`src/rtl/axi_lite_master_cmd.sv`:
```
// axi_lite_master_cmd: single-outstanding AXI-Lite master turning register commands into AXI-Lite transactions
module axi_lite_master_cmd #(
  parameter int DATA_W   = 32,
  parameter int ADDR_W   = 32,
  parameter int ERRCNT_W = 8
) (
  input  logic                clk,
  input  logic                rst,
  input  logic                cmd_valid,
  output logic                cmd_ready,
  input  logic                cmd_write,
  input  logic [ADDR_W-1:0]   cmd_addr,
  input  logic [DATA_W-1:0]   cmd_wdata,
  input  logic [DATA_W/8-1:0] cmd_wstrb,
  output logic                rsp_valid,
  input  logic                rsp_ready,
  output logic                rsp_write,
  output logic [DATA_W-1:0]   rsp_rdata,
  output logic [1:0]          rsp_resp,
  output logic                busy,
  output logic [ERRCNT_W-1:0] err_cnt,
  output logic [ADDR_W-1:0]   m_axi_awaddr,
  output logic                m_axi_awvalid,
  input  logic                m_axi_awready,
  output logic [DATA_W-1:0]   m_axi_wdata,
  output logic [DATA_W/8-1:0] m_axi_wstrb,
  output logic                m_axi_wvalid,
  input  logic                m_axi_wready,
  input  logic [1:0]          m_axi_bresp,
  input  logic                m_axi_bvalid,
  output logic                m_axi_bready,
  output logic [ADDR_W-1:0]   m_axi_araddr,
  output logic                m_axi_arvalid,
  input  logic                m_axi_arready,
  input  logic [DATA_W-1:0]   m_axi_rdata,
  input  logic [1:0]          m_axi_rresp,
  input  logic                m_axi_rvalid,
  output logic                m_axi_rready
);
  typedef enum logic [2:0] {IDLE, WR_REQ, WR_RESP, RD_REQ, RD_DATA, RSP} state_t;
  state_t state, nxt;
  logic [ADDR_W-1:0]   addr_q;
  logic [DATA_W-1:0]   wdata_q;
  logic [DATA_W/8-1:0] wstrb_q;
  logic                aw_done, w_done;
  logic                cmd_fire, aw_fire, w_fire, b_fire, r_fire, rsp_fire;
  logic [1:0]          new_resp;
  assign cmd_fire = cmd_valid & cmd_ready;
  assign aw_fire  = m_axi_awvalid & m_axi_awready;
  assign w_fire   = m_axi_wvalid & m_axi_wready;
  assign b_fire   = m_axi_bvalid & m_axi_bready;
  assign r_fire   = m_axi_rvalid & m_axi_rready;
  assign rsp_fire = rsp_valid & rsp_ready;
  assign new_resp = b_fire ? m_axi_bresp : m_axi_rresp;
  always_ff @(posedge clk or posedge rst)
    if (rst) state <= IDLE;
    else     state <= nxt;
  always_comb begin
    nxt = state;
    unique case (state)
      IDLE:    nxt = cmd_fire ? (cmd_write ? WR_REQ : RD_REQ) : IDLE;
      WR_REQ:  nxt = ((aw_done | aw_fire) & (w_done | w_fire)) ? WR_RESP : WR_REQ;
      WR_RESP: nxt = b_fire ? RSP : WR_RESP;
      RD_REQ:  nxt = m_axi_arready ? RD_DATA : RD_REQ;
      RD_DATA: nxt = r_fire ? RSP : RD_DATA;
      RSP:     nxt = rsp_fire ? IDLE : RSP;
      default: nxt = IDLE;
    endcase
  end
  always_comb begin
    cmd_ready     = state == IDLE;
    busy          = state != IDLE;
    m_axi_awvalid = state == WR_REQ && !aw_done;
    m_axi_wvalid  = state == WR_REQ && !w_done;
    m_axi_bready  = state == WR_RESP;
    m_axi_arvalid = state == RD_REQ;
    m_axi_rready  = state == RD_DATA;
    rsp_valid     = state == RSP;
    m_axi_awaddr  = addr_q;
    m_axi_araddr  = addr_q;
    m_axi_wdata   = wdata_q;
    m_axi_wstrb   = wstrb_q;
  end
  // Holding registers keep AW/W/AR payload stable for the whole transaction
  always_ff @(posedge clk or posedge rst)
    if (rst) begin
      addr_q    <= '0;
      wdata_q   <= '0;
      wstrb_q   <= '0;
      rsp_write <= 1'b0;
      aw_done   <= 1'b0;
      w_done    <= 1'b0;
      rsp_rdata <= '0;
      rsp_resp  <= 2'b00;
      err_cnt   <= '0;
    end else begin
      if (cmd_fire) begin
        addr_q    <= cmd_addr;
        wdata_q   <= cmd_wdata;
        wstrb_q   <= cmd_wstrb;
        rsp_write <= cmd_write;
      end
      aw_done <= cmd_fire ? 1'b0 : aw_done | aw_fire;
      w_done  <= cmd_fire ? 1'b0 : w_done | w_fire;
      if (b_fire | r_fire) begin
        rsp_rdata <= b_fire ? '0 : m_axi_rdata;
        rsp_resp  <= new_resp;
        if (new_resp[1] && err_cnt != '1) err_cnt <= err_cnt + 1'b1;
      end
    end
endmodule

```
`config.mk`:
```
export PLATFORM = sky130hd
export DESIGN_NAME = axi_lite_master_cmd
export DESIGN_NICKNAME = d
export VERILOG_FILES = /design/src/rtl/axi_lite_master_cmd.sv
export SDC_FILE = /design/constraint.sdc
export NUM_CORES = 1
export LEC_CHECK = 0
export CORE_MARGIN = 2
export CORE_UTILIZATION = 25
export CTS_BUF_LIST = sky130_fd_sc_hd__clkbuf_8
export CTS_CLUSTER_DIAMETER = 80
export CTS_CLUSTER_SIZE = 24
export DETAILED_ROUTE_END_ITERATION = 16
export GPL_TIMING_DRIVEN = 0
export SLEW_MARGIN = 20
export SYNTH_ARGS = -nofsm -noshare
export SYNTH_HDL_FRONTEND = slang
export SYNTH_SLANG_ARGS = --single-unit
```
`constraint.sdc`:
```
create_clock -name clk -period 4.85 [get_ports clk]
set_input_delay 1.2125 -clock clk [delete_from_list [all_inputs] [get_ports clk]]
set_output_delay 1.2125 -clock clk [all_outputs]
set_load 0.02 [all_outputs]
```
**Yosys cells after proc, flatten, opt, wreduce, memory -nomap -nowiden**

Index checks and enable logic that the tools add are counted.

- Add/sub/neg operators: 1
- Multiply operators: 0
- Divide/modulo/power cells: 0
- Order comparisons: 0
- Eq/ne operators: 6
- Shift-type cells: 0
- Mux-type cells: 12
- Bitwise logic cells: 10
- Reduce and logical (&&, ||, !) cells: 8

Operator list:

| operator | number |
|---|---|
| two-way mux 32 bit | 1 |
| case mux 3 bit (6 select lines) | 1 |
| two-way mux 3 bit | 3 |
| adder 8 x 1 -> 8 bit (second input constant) | 1 |
| two-way mux 2 bit | 4 |
| inequality test 8 bit (second input constant) | 1 |
| bitwise AND 1 bit | 7 |
| equality test 3 x 2 -> 1 bit (second input constant) | 2 |
| equality test 3 bit (second input constant) | 2 |
| equality test 3 x 1 -> 1 bit (second input constant) | 1 |
| logical AND 1 bit | 3 |
| zero test 3 bit | 1 |
| two-way mux 1 bit | 3 |
| OR 1 bit | 3 |
| nonzero test 3 bit | 1 |
| zero test 1 bit | 2 |
| AND reduction 2 bit | 1 |

- Register bits after elaboration: 116
- Latch bits: 0
- Memory bits (writable): 0
- Memory bits (read-only): 0
- Bits of input ports: 114
- Output and inout bits: 151
- Logic and storage cells: 47
- Memories: 0

**Logic depth before layout (Yosys ltp)**

Gate-level depths: netlist of the first run.

- Depth in word-level cells: 7
- Depth in mapped cells: 7
- Mapped depth without buffers: 5

**Least setup slack after synthesis of the first run**

No wires, ideal clock.

- Kind: reg-to-output
- Start point: register state[0]
- End point: output m_axi_awvalid
- Arrival: 1.225 ns
- Required time: 3.638 ns
- Slack: 2.412 ns
- Cell stages (with the launch flop): 4
- Buffers on the path: 1
- Cells stage by stage: dfrtp_1 -> clkbuf_1 -> nand2b_1 -> nor3_1

- Cells in the longest elaborated chain, start to end: 2

Ends and longest elaborated chain:

| what | line | text |
|---|---|---|
| start: declaration | 41 | `state_t state, nxt;` |
| start signal: assignment | 57 | `else state <= nxt;` |
| equality test 3 x 1 -> 1 bit | 73 | `m_axi_awvalid = state == WR_REQ && !aw_done;` |
| logical AND 1 bit | 73 |  |
| end: declaration | 23 | `output logic m_axi_awvalid,` |

Every way passes these cells.

**Worst setup path in the final report of the first run**

- Start point: register state[0]
- End point: output m_axi_wvalid

- Cells in the longest elaborated chain, start to end: 2

Ends and longest elaborated chain:

| what | line | text |
|---|---|---|
| equality test 3 x 1 -> 1 bit | 74 | `m_axi_wvalid = state == WR_REQ && !w_done;` |
| logical AND 1 bit | 74 |  |
| end: declaration | 27 | `output logic m_axi_wvalid,` |

Every way passes these cells.

==> results of run 1 <==
## path summary, 6_finish.rpt
path / from / to / cells past startpoint
max in group asynchronous: rst / rsp_rdata[27] / 3
max: state[0] / m_axi_wvalid / 4
max reg2reg: state[1] / m_axi_wdata[16] / 5
min: rsp_resp[0] / rsp_resp[0] / 2
min in group asynchronous: rst / m_axi_wdata[21] / 2
min reg2reg: rsp_resp[0] / rsp_resp[0] / 2
## metrics by stage
stage	util (%)	power (mW)	setup WS, ns	setup TNS (ns)
5_1_grt	43.3	6.25	1.25	0
2_1_floorplan	-	3.49	0.565	0
3_3_place_gp	41.1	5.04	-1.10	-125.89
3_5_place_dp	41.2	5.10	1.77	0
6_report	43.3	5.91	1.42	0
4_1_cts	43.3	5.99	1.37	0
## per-layer routing
layer / vias up / routed length (um) / global-route usage (%)
li1: 1727 / - / -
met1: 1854 / 5590 / 15.9
met2: 186 / 6520 / 22.5
met3: 7 / 1310 / 6.21
met4: 0 / 114 / 3.63
met5: - / 0 / 0
## cells in the final DEF, fill, tap and decap left out, types with 2 or more instances in the layout
master           count
nand3b_1             2
buf_4               32
nand3_1              2
nand2b_1             3
clkbuf_1             5
bufinv_16            2
buf_2               12
nor2b_1              4
nand2_1             12
mux2_2              69
mux2_1               2
dfrtp_1            116
nor2_1               7
clkinvlp_4           3
nor3_1               4
o22ai_1              3
clkinv_2             5
nor4_1               2
inv_1                4
a22o_1              32
clkdlybuf4s50_1    264
and2_1               2
xor2_1               5
a21oi_1              6
clkbuf_8            19
## worst max-delay path, cell delays in order, from the launching register on
cell and delay (ns):
dfrtp_1 0.40, clkbuf_1 0.36, nand2b_1 0.16, nor3_1 0.21
clkdlybuf4s50_1 0.68
## kinds of logic after synthesis
group | after synthesis | share of synthesized area [%]
AOI/OAI and AO/OA | 47 | 8.43
DFF | 116 | 61.5
muxes | 71 | 16.9
xor gates and xnor gates | 5 | 0.927
and+or+nand+nor | 43 | 4.90
buffers and inverters | 53 | 7.07
adders and majority gates | 1 | 0.265
## power breakdown
| part | internal [mW] | switching (mW) | total, mW |
|---|---|---|---|
| clock network | 0.472 | 0.386 | 0.858 |
| registers | 1.45 | 0.326 | 1.78 |
| logic | 1.78 | 1.50 | 3.28 |
## area by class of cell
class,count,area [um2]
multi-input cells,167,1490
clock inverters,12,115
plain buffers,50,323
fillers,1732,10600
well taps,234,293
inverters,3,16.3
repair buffers,265,2670
flip-flops and latches,116,2900
clock buffers,19,262
## state kept, by name, summed over array words and instances, names as in the netlist
signal,flops
rsp_write,1
aw_done,1
rsp_rdata,32
rsp_resp,2
m_axi_araddr,32
state,3
w_done,1
m_axi_wstrb,4
m_axi_wdata,32
err_cnt,8
==> results.tsv, run 1 <==
stage	metric	value	unit
cts	cts.repair.resized	0	
place	port-buffer-count	264	
sta	clock_skew	0.00852	ns
cts	post_cts.repair.setup_buffers	0	
power_and_ir_drop	pwr_density_cell	733	nW/um2
flow_run	drv.max_cap_violation_count	0	
yosys	async_flop_share	100	%
global_route	grt_overflow_total	0	
floorplanning	die_x	141	um
yosys	syn_area	4720	um2
critical_path	start_kind	flop	
sta	achievable_clock_frequency	291	MHz
cts	cts_root_buf	clkbuf_8	
sta	report.final.setup_viol	0	
cts	htreeDepth	4	
sta	number_of_max_slew_violations_in_the_final_report	0	
yosys	synthDistinctLibCells	33	
yosys	ys_dominant_reg_cell	dfrtp_1	
yosys	ys_ff_latch	116	
global_route	grt_start_max_net_pins	70	
finish	number_of_standard_cells_in_the_final_layout_excluding_fillers	866	
finish	finalNetCount	735	
run_status	status	finished clean	
cts	numCtsBuffers	17	
yosys	synth_fp_nets	451	
place	dp_cells	835	
floorplanning	coreArea	18600	um2
routing	drt_pre_antenna_iters	4	
finish	antenna-diode-count	0	
routing	vias	3774	
cts	cts.clk_slew.worst_paths	0.07	ns
place	placement.cell_area	7690	um2
finish	final_layout_size_suffix_gt1_share	23.1	%
routing	wire_per_inst	15.6	um
yosys	synthesis.yosys.warnings	0	
power_and_ir_drop	peakVddDrop	0.000321	V
global_route	globalRouteTotalUtil	13.6	%
min_path	timing.hold.worst.class	flop to flop	
floorplanning	initial_utilization	25.3	%
sta	max_slew_margin	68.4	%
critical_path	worstSetupEndpointType	output pin	
yosys	synth-edff-count	0	
sta	unrepaired_setup_endpoints_after_global_routing	false	
place	place_hpwl	10500	um
finish	layout.cell_area.non_filler	8070	um2
routing	antenna_left	0	
global_route	first_global_vias	3932	
yosys	synth_top_area_cell	dfrtp_1	
yosys	netlist_instances	336	
floorplanning	io_pins	265	
critical_path	critical_path.max_fanout	10	
sta	finalHoldViolCount	0	
critical_path	r2r_setup_slack	2.88	ns
sta	finalHoldWorstSlack	0.481	ns
yosys	synthTopCellsByCount	dfrtp_1 (116), mux2_2 (69), a22o_1 (32), buf_4 (32)	
yosys	synth.most_common_cell	dfrtp_1	
critical_path	timing.critical_path.required	3.64	ns
floorplanning	die-area	20000	um2
yosys	post_synth.cell_area_avg	14.1	um2
routing	drc	0	
finish	layout-area-overhead-vs-synth	70.8	%
floorplanning	dieHeight	141	um
critical_path	arrival_time_of_data_at_the_critical_path_endpoint	2.22	ns
routing	initialDrtViolationCount	85	
yosys	synth.area.top_cells	dfrtp_1 (61%), mux2_2 (16%), a22o_1 (5.9%), buf_4 (5.1%), buf_2 (1.3%)	
global_route	antenna_found_initial	0	
sta	max_slew.worst_pin.slew	0.475	ns
yosys	synth_largest_type_area_fraction	61.5	%
cts	clk-insertion-delay-late	0.42	ns
sta	final_worst_path_cycle_share	70.8	%
yosys	ys_seq_area_share	61.5	%
cts	cts.hold.buffers_added	0	
power_and_ir_drop	static-leakage-power	3.43	nW
floorplanning	num_rows	50	
global_route	grt_pass1_wl	21200	um
cts	tritoncts	done	
cts	cts_num_sinks	116	
critical_path	timing_worst_setup_path_type	flop to output pin	
routing	avgViaCountPerCell	4.36	
routing	drt_wl_total	13500	um
cts	cts_max_path_buffers	2	
sta	timing.final.crit_period	3.43	ns
place	gp_congestion	0.748	
Note: power is estimated with default switching activity, not from simulation.
==> inputs of run 2 (changes only) <==
Clock period 4.85 ns to 2.8 ns, I/O delays scaled along.
==> run 2 against run 1 <==
Clock skew about the same. Sequential share of layout area decreased by 0.10 points. Final area increased by 0.28%. Total power increased by 72%. First-iteration DRC count increased by 46%. Global-route usage decreased by 0.071 points. Via count decreased by 1.8%. Hold slack improved by 0.0098 ns. Sequential power increased by 72%. Register-to-register slack got worse by 2.0 ns. Largest cell class unchanged.
==> results.tsv, run 2 (same netlist as run 1, synthesis figures left out) <==
stage	metric	value	unit	change
run_status	status	finished clean		
cts	numCtsBuffers	17		unchanged
power_and_ir_drop	static-leakage-power	3.48	nW	+1.3%
sta	unrepaired_setup_endpoints_after_global_routing	false		
floorplanning	initial_utilization	25.3	%	unchanged
critical_path	arrival_time_of_data_at_the_critical_path_endpoint	1.99	ns	-0.23 ns
floorplanning	num_rows	50		unchanged
sta	final_worst_path_cycle_share	96.1	%	
critical_path	timing.critical_path.slowest_cell_delay	0.66	ns	-0.02 ns
cts	cts_root_buf	clkbuf_8		
cts	cts_num_sinks	116		unchanged
routing	drt_wl_total	13400	um	-0.94%
critical_path	critical_path.reg2reg.endpoint	m_axi_araddr[25]		
min_path	timing.hold.worst.class	flop to flop		
min_path	hold-path-cell-count	2		unchanged
global_route	grt_pass1_wl	21000	um	-0.81%
cts	cts_max_path_buffers	2		unchanged
sta	timing.final.crit_period	2.69	ns	
floorplanning	die_x	141	um	unchanged
finish	fillers	1728		-0.23%
global_route	antenna_found_initial	1		+1
power_and_ir_drop	peakVddDrop	0.000569	V	+77%
sta	number_of_max_slew_violations_in_the_final_report	0		unchanged
global_route	first_global_vias	3856		-1.9%
finish	layout_commonest_cell	clkdlybuf4s50_1		
cts	tritoncts	done		
power_and_ir_drop	pwr-share-clk	13.8	%	-0.7 points
sta	max_slew.worst_pin.slew	0.684	ns	+0.210 ns
sta	max_slew_margin	54.3	%	-14 points
global_route	grt_start_max_net_pins	35		-50%
critical_path	critical_path.max_fanout	10		unchanged
cts	clk-insertion-delay-late	0.42	ns	about the same
cts	cts.clk_slew.worst_paths	0.07	ns	about the same
sta	setup-tns-final	0	ns	unchanged
critical_path	worstSetupEndpointType	output pin		
flow_run	drv.max_cap_violation_count	0		unchanged
routing	initialDrtViolationCount	124		+46%
cts	cts.hold.buffers_added	0		unchanged
finish	antenna-diode-count	0		unchanged
cts	htreeDepth	4		unchanged
sta	achievable_clock_frequency	372	MHz	
critical_path	critical-path-slowest-cell	clkdlybuf4s50_1		
floorplanning	die-area	20000	um2	unchanged
power_and_ir_drop	power.internal	6.34	mW	+71%
min_path	hold_path.startpoint	rsp_resp[0]		
power_and_ir_drop	finalPower	10.2	mW	+72%
routing	avgViaCountPerCell	4.26		-2.1%
power_and_ir_drop	power.combinational.fraction	56.0	%	+0.5 points
floorplanning	coreArea	18600	um2	unchanged
critical_path	critPathTopFamily	buffers and inverters		
critical_path	r2r-start	state[1]		
finish	finalNetCount	737		+0.27%
place	gp_congestion	0.735		-1.7%
critical_path	crit_path_buf_inv_count	2		unchanged
power_and_ir_drop	power.share.switching	37.6	%	+0.28 points
critical_path	critical_path.cell_chain	buf_2 -> nor3_2 -> clkdlybuf4s50_1		
place	port-buffer-count	264		unchanged
finish	layout-area-overhead-vs-synth	71.3	%	
routing	antenna_left	0		unchanged
critical_path	timing.critical_path.required	2.10	ns	-1.54 ns
sta	finalHoldViolCount	0		unchanged
global_route	globalRouteTotalUtil	13.5	%	-0.071 points
sta	report.final.setup_viol	0		unchanged
sta	clock_skew	0.00806	ns	-0.000463 ns
power_and_ir_drop	power.share.sequential	30.2	%	+0.2 points
routing	wire_per_inst	15.4	um	-1.3%
finish	final_layout_size_suffix_gt1_share	23.8	%	+0.68 points
routing	drt_pre_antenna_iters	4		unchanged
critical_path	r2r_setup_slack	0.87	ns	-2.01 ns
routing	vias	3706		-1.8%
critical_path	timing_worst_setup_path_type	flop to output pin		
critical_path	reg2reg_depth	5		unchanged
place	place_hpwl	10300	um	-2.4%
global_route	grt_overflow_total	0		unchanged
critical_path	start_kind	flop		
min_path	hold_endpoint	rsp_resp[0]		
floorplanning	io_pins	265		unchanged
finish	layout_common_cells	clkdlybuf4s50_1 (262), dfrtp_1 (116), mux2_2 (69)		
power_and_ir_drop	switching_power	3.83	mW	+73%
routing	drc	0		unchanged
power_and_ir_drop	pwr_density_cell	1260	nW/um2	+71%
floorplanning	dieHeight	141	um	unchanged
==> run 2: final cells by class <==
type | count | area [um2] | area share (%)
plain buffers | 50 | 328 | 4.05
clock buffers | 19 | 262 | 3.23
clock inverters | 13 | 93.8 | 1.16
inverters | 3 | 15.0 | 0.186
multi-input cells | 167 | 1490 | 18.4
flip-flops and latches | 116 | 2900 | 35.9
well taps | 234 | 293 | 3.62
repair buffers | 267 | 2710 | 33.5
==> run 2: how the worst max path moves through the flow <==
stage	startpoint	to	slack, ns	depth (start not counted)
after global placement	rst	rsp_rdata[25]	-0.42	2
final	state[1]	cmd_ready	0.11	3
after global routing	state[1]	m_axi_wvalid	0.004	4
after detailed placement	m_axi_bvalid	err_cnt[6]	0.26	5
after floorplan	rst	aw_done	0.69	1
after CTS	state[0]	rsp_valid	0.01	4
==> run 2: worst min-delay path, stage by stage (launching register included) <==
cell and delay (ns):
dfrtp_1 0.35, nand2_1 0.05, nand2_1 0.06
==> run 2: power groups by stage <==
stage               Combinational, mW  Clock, mW  Sequential [mW]
detailed placement               5.76          0             3.08
global route                     6.02       1.56             3.19
global placement                 5.68          0             3.05
finish                           5.69       1.40             3.07
CTS                              5.76       1.47             3.08
floorplan                        2.08          0             3.97
==> run 2: routing by layer <==
layer  vias to the layer above  share of wire (%)  track usage (%)
li1                       1731                  -                -
met1                      1785                 43             16.5
met4                         2               0.94             4.68
met5                         -              0.097                0
met2                       177                 48             22.1
met3                        11                8.2             4.89
==> run 2: timing repair <==
| item | CTS | global route |
|---|---|---|
| setup buffers | 0 | 0 |
| gates resized for setup | 1 | 7 |
| endpoints found under the setup margin | 3 | 6 |
==> run 2: metrics by stage <==
| stage | setup WS [ns] | utilization (%) | hold slack [ns] | instance area, um2 | cells |
|---|---|---|---|---|---|
| 3_5_place_dp | 0.260 | 41.4 | 0.465 | 7720 | 837 |
| 3_3_place_gp | -0.424 | 41.1 | 0.468 | 7660 | 834 |
| 4_1_cts | 0.00993 | 43.3 | 0.491 | 8080 | 869 |
| 2_1_floorplan | 0.687 | - | 0.522 | 4730 | 336 |
| 6_report | 0.109 | 43.4 | 0.490 | 8090 | 869 |
| 5_1_grt | 0.00383 | 43.4 | 0.518 | 8090 | 869 |
==> inputs of run 3 (changes only) <==
Settings changed: ABC_CLOCK_PERIOD_IN_PS from default to 2800.
==> results of run 3 <==
Final layout, timing and power as in run 2 (identical DEF).
